==> src/rtl/sync_fifo_param_if.sv <==
// sync_fifo_param_if: handshake/data bundle for sync_fifo_param.
//   D_in, w_en    : write data and write request (producer side)
//   r_en          : read request (consumer side)
//   D_out         : read data
//   full, almost_full, empty, almost_empty, count : occupancy status
//   overflow, underflow : one-cycle rejected-operation pulses
// master: producer/consumer driving requests; slave: the FIFO itself.
interface sync_fifo_param_if #(
  parameter int unsigned DATA_W = 16,
  parameter int unsigned ADDR_W = 3
);
  logic [DATA_W-1:0] D_in;
  logic              w_en;
  logic              full;
  logic              almost_full;
  logic              r_en;
  logic              empty;
  logic              almost_empty;
  logic [DATA_W-1:0] D_out;
  logic [ADDR_W:0]   count;
  logic              overflow;
  logic              underflow;

  modport master (
    output D_in, w_en, r_en,
    input  full, almost_full, empty, almost_empty, D_out, count,
           overflow, underflow
  );

  modport slave (
    input  D_in, w_en, r_en,
    output full, almost_full, empty, almost_empty, D_out, count,
           overflow, underflow
  );
endinterface

==> src/rtl/sync_fifo_param.sv <==
// sync_fifo_param: single-clock parametrised FIFO.
//   clk   : rising-edge clock for all state
//   rst_n : asynchronous active-low reset (memory contents not cleared)
//   bus   : sync_fifo_param_if slave (write/read requests, data, flags,
//           occupancy count, overflow/underflow pulses)
// FWFT=0 gives a registered D_out updated one cycle after an accepted read;
// FWFT=1 presents the head word continuously and r_en pops it.
module sync_fifo_param #(
  parameter int unsigned DATA_W    = 16,
  parameter int unsigned ADDR_W    = 3,
  parameter int unsigned AF_THRESH = 6,
  parameter int unsigned AE_THRESH = 2,
  parameter bit          FWFT      = 1'b0
) (
  input logic              clk,
  input logic              rst_n,
  sync_fifo_param_if.slave bus
);
  localparam int unsigned DEPTH = 2 ** ADDR_W;
  localparam logic [ADDR_W:0] AF_LVL = (ADDR_W + 1)'(AF_THRESH);
  localparam logic [ADDR_W:0] AE_LVL = (ADDR_W + 1)'(AE_THRESH);

  logic [DATA_W-1:0] mem [DEPTH];
  logic [ADDR_W:0]   wptr;
  logic [ADDR_W:0]   rptr;
  logic [ADDR_W:0]   cnt;
  logic              is_full;
  logic              is_empty;
  logic              wr_ok;
  logic              rd_ok;
  logic              ovf_q;
  logic              unf_q;

  // Flags depend on registered pointers only.
  always_comb begin
    cnt      = wptr - rptr;
    is_empty = (wptr == rptr);
    is_full  = (wptr[ADDR_W-1:0] == rptr[ADDR_W-1:0]) &&
               (wptr[ADDR_W] != rptr[ADDR_W]);
  end

  // A write into a full FIFO is accepted when a read frees a slot the same
  // cycle; the memory is read-before-write so the popped word is the old one.
  always_comb begin
    rd_ok = bus.r_en & ~is_empty;
    wr_ok = bus.w_en & (~is_full | rd_ok);
  end

  always_ff @(posedge clk or negedge rst_n) begin
    if (!rst_n) begin
      wptr  <= '0;
      rptr  <= '0;
      ovf_q <= 1'b0;
      unf_q <= 1'b0;
    end else begin
      if (wr_ok) wptr <= wptr + 1'b1;
      if (rd_ok) rptr <= rptr + 1'b1;
      ovf_q <= bus.w_en & ~wr_ok;
      unf_q <= bus.r_en & ~rd_ok;
    end
  end

  always_ff @(posedge clk) begin
    if (wr_ok) mem[wptr[ADDR_W-1:0]] <= bus.D_in;
  end

  generate
    if (FWFT) begin : g_fwft
      assign bus.D_out = mem[rptr[ADDR_W-1:0]];
    end else begin : g_std
      logic [DATA_W-1:0] dout_q;
      always_ff @(posedge clk or negedge rst_n) begin
        if (!rst_n)     dout_q <= '0;
        else if (rd_ok) dout_q <= mem[rptr[ADDR_W-1:0]];
      end
      assign bus.D_out = dout_q;
    end
  endgenerate

  assign bus.count        = cnt;
  assign bus.empty        = is_empty;
  assign bus.full         = is_full;
  assign bus.almost_full  = (cnt >= AF_LVL);
  assign bus.almost_empty = (cnt <= AE_LVL);
  assign bus.overflow     = ovf_q;
  assign bus.underflow    = unf_q;
endmodule

==> src/flat_wrapper.sv <==
// flat-port wrapper written by rule: the top's interface ports become plain ports
module sync_fifo_param_flat 
#(
  parameter int unsigned DATA_W    = 16,
  parameter int unsigned ADDR_W    = 3,
  parameter int unsigned AF_THRESH = 6,
  parameter int unsigned AE_THRESH = 2,
  parameter bit          FWFT      = 1'b0
)
  (clk, rst_n, bus_D_in, bus_w_en, bus_r_en, bus_full, bus_almost_full, bus_empty, bus_almost_empty, bus_D_out, bus_count, bus_overflow, bus_underflow);
  sync_fifo_param_if #(.DATA_W(DATA_W), .ADDR_W(ADDR_W)) bus_i ();
  input logic clk;
  input logic rst_n;
  input wire logic [$bits(bus_i.D_in)-1:0] bus_D_in;
  input wire logic [$bits(bus_i.w_en)-1:0] bus_w_en;
  input wire logic [$bits(bus_i.r_en)-1:0] bus_r_en;
  output wire logic [$bits(bus_i.full)-1:0] bus_full;
  output wire logic [$bits(bus_i.almost_full)-1:0] bus_almost_full;
  output wire logic [$bits(bus_i.empty)-1:0] bus_empty;
  output wire logic [$bits(bus_i.almost_empty)-1:0] bus_almost_empty;
  output wire logic [$bits(bus_i.D_out)-1:0] bus_D_out;
  output wire logic [$bits(bus_i.count)-1:0] bus_count;
  output wire logic [$bits(bus_i.overflow)-1:0] bus_overflow;
  output wire logic [$bits(bus_i.underflow)-1:0] bus_underflow;
  assign bus_i.D_in = bus_D_in;
  assign bus_i.w_en = bus_w_en;
  assign bus_i.r_en = bus_r_en;
  assign bus_full = bus_i.full;
  assign bus_almost_full = bus_i.almost_full;
  assign bus_empty = bus_i.empty;
  assign bus_almost_empty = bus_i.almost_empty;
  assign bus_D_out = bus_i.D_out;
  assign bus_count = bus_i.count;
  assign bus_overflow = bus_i.overflow;
  assign bus_underflow = bus_i.underflow;
  sync_fifo_param #(.DATA_W(DATA_W), .ADDR_W(ADDR_W), .AF_THRESH(AF_THRESH), .AE_THRESH(AE_THRESH), .FWFT(FWFT)) u_core (.clk(clk), .rst_n(rst_n), .bus(bus_i));
endmodule
==> config.mk <==
export PLATFORM = sky130hd
export DESIGN_NAME = sync_fifo_param_flat
export DESIGN_NICKNAME = d
export VERILOG_FILES = /design/src/rtl/sync_fifo_param_if.sv /design/src/rtl/sync_fifo_param.sv /design/src/flat_wrapper.sv
export SDC_FILE = /design/constraint.sdc
export NUM_CORES = 1
export LEC_CHECK = 0
export ABC_CLOCK_PERIOD_IN_PS = 9800
export BUFFER_PORTS_ARGS = -buffer_cell sky130_fd_sc_hd__buf_2
export CORE_UTILIZATION = 40
export CTS_CLUSTER_DIAMETER = 100
export CTS_CLUSTER_SIZE = 16
export DETAILED_ROUTE_END_ITERATION = 10
export PLACE_DENSITY_LB_ADDON = 0.25
export SYNTH_ARGS = -nofsm -noshare
export SYNTH_HDL_FRONTEND = slang
export SYNTH_SLANG_ARGS = --single-unit
==> constraint.sdc <==
create_clock -name clk -period 9.8 [get_ports clk]
set_input_delay 0.49 -clock clk [delete_from_list [all_inputs] [get_ports clk]]
set_output_delay 0.49 -clock clk [all_outputs]
set_load 0.01 [all_outputs]
After elaboration in Yosys (flattened, before gate mapping). Memories as Yosys holds them, arrays and structs flattened. A register that Yosys moved wholly into a read port is not among the register bits. Cells that the tools add are included.

$lt $le $gt $ge: 2. Reductions and logical operators: 2. Multiplexer cells: 2. Bitwise gates (word level): 9. Add/subtract/negate cells: 3. Equal/unequal tests: 3.

Operators by type and width (number): 4-bit by 1-bit adder with 4-bit output, second input constant (2); 1-bit bitwise AND (4); 4-bit == test (1); 4-bit by 3-bit >= comparator with 1-bit output, second input constant (1); 4-bit by 2-bit <= comparator with 1-bit output, second input constant (1); 1-bit NOT (4); 4-bit subtractor (1); 3-bit == test (1); 1-bit two-way mux (2); 1-bit logical AND (1); 1-bit zero test (1); 1-bit != test (1); 1-bit bitwise OR (1).

Memories: 1. Logic and storage cells: 26. Input bits: 20. RAM bits: 128. Flip-flop bits (word level): 10. Output and inout port bits: 26.

Memory list: u_core.mem (words 8, bits a word 16, rd ports 1, clocked after Yosys merged registers in 1, wr ports 1, RTL line sync_fifo_param.sv:23) `logic [DATA_W-1:0] mem [DEPTH];`.

Logic depth before layout (Yosys ltp).
Depth after elaboration: 7. Depth in mapped cells: 7. Depth with buffers taken out: 6.

Worst setup path after synthesis. Ideal clock, no wire load.

Path type: reg-to-reg. Start point: register u_core.rptr[1]. End point: memory u_core.mem[1][0], enable pin. Data required time: 9.370 ns. Buffers on the path: 0. Slack: 6.668 ns. Library setup time: 0.430 ns. Arrival time: 2.701 ns. Period minus slack after synthesis: 3.132 ns. Stages on the path, launching flop included: 6. Cell sequence: dfrtp_1 inv_1 ha_1 nand3_1 nor3_1 nor4_1.

Word-level cells in the longest chain between the ends: 7. Elaborated cells between the ends (all ways): 10. Classes of those cells: eq/ne: 2; mux: 2; bitwise: 5; reduce/logical: 1.

RTL lines: from (decl) (RTL line sync_fifo_param.sv:25) `logic [ADDR_W:0] rptr;`; from (signal assigned) (RTL line sync_fifo_param.sv:57) `if (rd_ok) rptr <= rptr + 1'b1;`; 4-bit == test or 3-bit == test (tied branches) (RTL line sync_fifo_param.sv:37, sync_fifo_param.sv:38); 1-bit NOT or 1-bit logical AND (tied branches) (RTL line sync_fifo_param.sv:45, sync_fifo_param.sv:38); 1-bit bitwise AND or 1-bit NOT (tied branches) (RTL line sync_fifo_param.sv:45, sync_fifo_param.sv:46); 1-bit bitwise OR (*) (RTL line sync_fifo_param.sv:46) `wr_ok = bus.w_en & (~is_full | rd_ok);`; 1-bit bitwise AND (*) (RTL line sync_fifo_param.sv:46); 1-bit two-way mux (*) (RTL line sync_fifo_param.sv:64) `if (wr_ok) mem[wptr[ADDR_W-1:0]] <= bus.D_in;`; 1-bit two-way mux (not written as such) (*) (RTL line sync_fifo_param.sv:64); to (decl) (RTL line sync_fifo_param.sv:23).

Mark *: on every way between the ends. The rest lies on a longest branch, timed or not.

Worst setup path after layout.
Start point: register u_core.rptr[0]. End point: output bus_almost_empty.

Word-level cells in the longest chain between the ends: 2.

RTL lines: 4-bit subtractor (RTL line sync_fifo_param.sv:36) `cnt = wptr - rptr;`; 4-bit by 2-bit <= comparator with 1-bit output (RTL line sync_fifo_param.sv:84) `assign bus.almost_empty = (cnt <= AE_LVL);`; to (decl) (RTL line flat_wrapper.sv:20) `output wire logic [$bits(bus_i.almost_empty)-1:0] bus_almost_empty;`.

No other way between the ends.

==> impl_metrics.csv <==
group,metric,value,unit
cts,h-tree-depth,4,
cts,postCtsSetupBuffers,0,
placed_design,postPlaceCellArea,0.00659,mm2
finish,fillCellCount,1230,
floorplanning,number_of_top_level_design_ports,46,
setup_path,cp_top_family,"buffers and inverters",
floorplanning,initial_utilization,0.416,
detailed_routing,detail_route.iter0.violations,216,
sta,worst_pin_slew,1.02,ns
synthesis,synth_nets,385,
setup_path,crit_path_cell_trace,"buf_4, ha_1, nor2b_1, o21ai_0, nand3_1, a221oi_1, buf_2",
cts,insertion_delay,0.42,ns
setup_path,timing.critical_path.slowest_cell_delay,0.78,ns
finish,drive_gt1_frac,0.305,
global_route,gr-total-overflow,0,
worst_hold_path,min-delay-path-class,"input pin to async pin",
sta,setup_violations,0,
cts,num_cts_buffers,17,
status,failed_checks,"DRC",
sta,finalMaxSlewViolations,0,
floorplanning,die_height,126,um
floorplanning,fp.dieW,126,um
sta,fmaxAchievable,300,MHz
finish,num_antenna_cells,0,
setup_path,critPathMaxFanout,68,
cts,clock_sink_count,154,
synthesis,yosysWarnings,0,
placed_design,pre_cts_slack,6.58,ns
synthesis,synth_simple_gate_area_share,0.0364,
synthesis,synth.ff_latch_count,154,
synthesis,synthesis.area,0.00611,mm2
flow_run,drv_cap,0,
finish,commonest_cells_after_routing_fill_and_taps_aside,"sky130_fd_sc_hd__edfxtp_1, sky130_fd_sc_hd__buf_2, sky130_fd_sc_hd__mux2_2, sky130_fd_sc_hd__mux2i_1, sky130_fd_sc_hd__dfrtp_1",
detailed_routing,drt_pre_antenna_iters,7,
detailed_routing,drcViolationCount,1,
cts,quantity_of_hold_fixing_buffers_added_after_cts,0,
synthesis,synth.area.mux_share,0.116,
setup_path,worst_setup_path_start_kind,"register",
placed_design,numPortBuffers,45,
cts,cts.clk_slew.worst_paths,0.06,ns
status,status,"finished, violations left",
finish,postLayoutCellArea,0.00724,mm2
synthesis,synthesis.instances,359,
cts,cts-resized-gates,0,
sta,final.period_utilization,0.341,
synthesis,share_of_synthesized_cell_area_in_full_adder_half_adder_and_majority_cells,0.0135,
sta,fin_setup_tns,0,ns
setup_path,crit_required,9.31,ns
synthesis,ys_top_cells_by_area,"sky130_fd_sc_hd__edfxtp_1, sky130_fd_sc_hd__dfrtp_1, sky130_fd_sc_hd__mux2_2",
placed_design,gp_weighted_congestion,0.782,
synthesis,synth_top_area_frac,0.629,
sta,setup_repair_after_global_routing_missed_its_margin,"no",
cts,cts_tree,"built",
detailed_routing,via_density_per_instance,5.25,
sta,slew_headroom,0.320,
sta,post_route_worst_setup_slack,6.46,ns
cts,cts_buffer_depth,2,
setup_path,cp_num_cells,7,
global_route,antenna_found_initial,0,
global_route,largest_net_degree_at_the_start_of_global_routing,69,
finish,layout.nets,446,
sta,finClkSkew,0.00615,ns
floorplanning,core_area,0.0147,mm2
global_route,grt_first_pass_wirelength,19000,um
floorplanning,die-area,0.0158,mm2
power_and_ir_drop,cellPowerDensity,331,mW/mm2
synthesis,ys_seq_area_frac,0.735,
floorplanning,std_cell_rows,44,
sta,min_period,3.34,ns
setup_path,worst_ep_arrival_time,2.85,ns
synthesis,synth-xor-area-share,0.0129,
setup_path,worstPathBufferInverterCount,2,
synthesis,synth_compound_area_frac,0.0640,
detailed_routing,detail_route.wirelength,12400,um
sta,finalHoldViolCount,0,
power_and_ir_drop,vdd.ir_drop.worst,150,uV
detailed_routing,detailroute.via_count,3242,
power_and_ir_drop,p_leak,2.67,nW
finish,area_growth_syn_to_layout,18.4,%
detailed_routing,wire_per_inst,20.1,um
setup_path,reg2regPathDepth,6,
finish,mostFrequentLayoutCell,"sky130_fd_sc_hd__edfxtp_1",
placed_design,hpwl,7410,um
finish,post-route-util,0.492,
global_route,grt_pass1_vias,3274,
global_route,globalRouteTotalUtil,0.168,
synthesis,mean_post_synth_cell_area,17.0,um2
synthesis,synth_cell_types,34,
setup_path,crit_type,"register to output port",
detailed_routing,antenna_violating_nets_post_route,0,
power_and_ir_drop,design_power_total,2.40,mW
setup_path,critical-path-slowest-cell,"sky130_fd_sc_hd__buf_4",
cts,cts-root-buf,"sky130_fd_sc_hd__clkbuf_16",
setup_path,critPathCaptureType,"output port",
synthesis,synth_top_area_cell,"sky130_fd_sc_hd__edfxtp_1",
synthesis,dominant_combinational_cell_family_by_area_after_synthesis,"multiplexers",
-- cell families after synthesis --
group,Yosys count
and+or+nand+nor,47
xor gates and xnor gates,9
adders and majority gates,6
AOI/OAI and AO/OA,54
muxes,66
DFF,154
buffers and inverters,23
-- power by group --
part	leakage [nW]	internal, mW	switching [mW]
registers	1.47	0.851	0.0663
clock network	0.316	0.464	0.248
logic	0.877	0.315	0.454
-- sequential cells by signal (all words and copies together) (netlist names) --
register / cells
u_core.bus.D_out: 16
u_core.bus.overflow: 1
u_core.mem: 128
u_core.wptr: 4
u_core.bus.underflow: 1
u_core.rptr: 4
-- Yosys cell counts --
| master | count |
|---|---|
| sky130_fd_sc_hd__nand2_1 | 20 |
| sky130_fd_sc_hd__xnor2_1 | 6 |
| sky130_fd_sc_hd__nand2_4 | 1 |
| sky130_fd_sc_hd__nor4_1 | 2 |
| sky130_fd_sc_hd__mux2_4 | 1 |
| sky130_fd_sc_hd__or3_4 | 1 |
| sky130_fd_sc_hd__buf_2 | 5 |
| sky130_fd_sc_hd__nor2_1 | 7 |
| sky130_fd_sc_hd__dfrtp_1 | 26 |
| sky130_fd_sc_hd__ha_1 | 5 |
| sky130_fd_sc_hd__xor2_1 | 3 |
| sky130_fd_sc_hd__a221oi_1 | 1 |
| sky130_fd_sc_hd__o21ai_0 | 1 |
| sky130_fd_sc_hd__a22oi_1 | 16 |
| sky130_fd_sc_hd__o221ai_1 | 16 |
| sky130_fd_sc_hd__mux2_1 | 1 |
| sky130_fd_sc_hd__o21ai_2 | 1 |
| sky130_fd_sc_hd__nor2b_1 | 2 |
| sky130_fd_sc_hd__fa_1 | 1 |
| sky130_fd_sc_hd__nor3_1 | 5 |
| sky130_fd_sc_hd__a22o_1 | 1 |
| sky130_fd_sc_hd__buf_8 | 2 |
| sky130_fd_sc_hd__o31ai_2 | 1 |
| sky130_fd_sc_hd__buf_6 | 2 |
| sky130_fd_sc_hd__o21ai_1 | 16 |
| sky130_fd_sc_hd__mux2_2 | 32 |
| sky130_fd_sc_hd__mux2i_1 | 32 |
| sky130_fd_sc_hd__and2_1 | 3 |
| sky130_fd_sc_hd__edfxtp_1 | 128 |
| sky130_fd_sc_hd__a21o_1 | 1 |
| sky130_fd_sc_hd__clkbuf_1 | 4 |
| sky130_fd_sc_hd__inv_1 | 8 |
| sky130_fd_sc_hd__nand3_1 | 6 |
| sky130_fd_sc_hd__buf_4 | 2 |
-- metal layers --
layer / GRT usage / part of all wire / vias up
met2: 0.277 / 0.50 / 57
met1: 0.215 / 0.45 / 1653
met4: 0.0667 / 0.014 / 0
met5: 0 / 0 / -
met3: 0.0404 / 0.030 / 13
li1: - / - / 1519
-- worst paths after layout --
kind	from	endpoint	slack [ns]
max in group asynchronous	rst_n	u_core.rptr[0]	9.23
min reg2reg	u_core.bus.D_out[4]	u_core.bus.D_out[4]	0.47
max reg2reg	u_core.rptr[0]	u_core.mem[4][6]	6.59
max	u_core.rptr[0]	bus_almost_empty	6.46
min	rst_n	u_core.bus.D_out[15]	0.1
min in group clk	bus_D_in[13]	u_core.mem[7][13]	0.35
-- metrics by stage --
stage	hold WS (ns)	cells
6_report	0.0992	617
3_5_place_dp	0.472	585
2_1_floorplan	0.194	359
4_1_cts	0.123	617
5_1_grt	0.149	617
3_3_place_gp	0.467	585
-- cell type report --
cell class                      count  area [um2]  share of cell area
Tap cell                          184         230              0.0318
Inverter                            8        30.0             0.00415
Clock inverter                     12         194              0.0268
Sequential cell                   154        4500               0.621
Clock buffer                       20         457              0.0631
Multi-Input combinational cell    182        1520               0.209
Timing Repair Buffer               57         315              0.0436
Note: power is estimated with default switching activity, not from simulation.
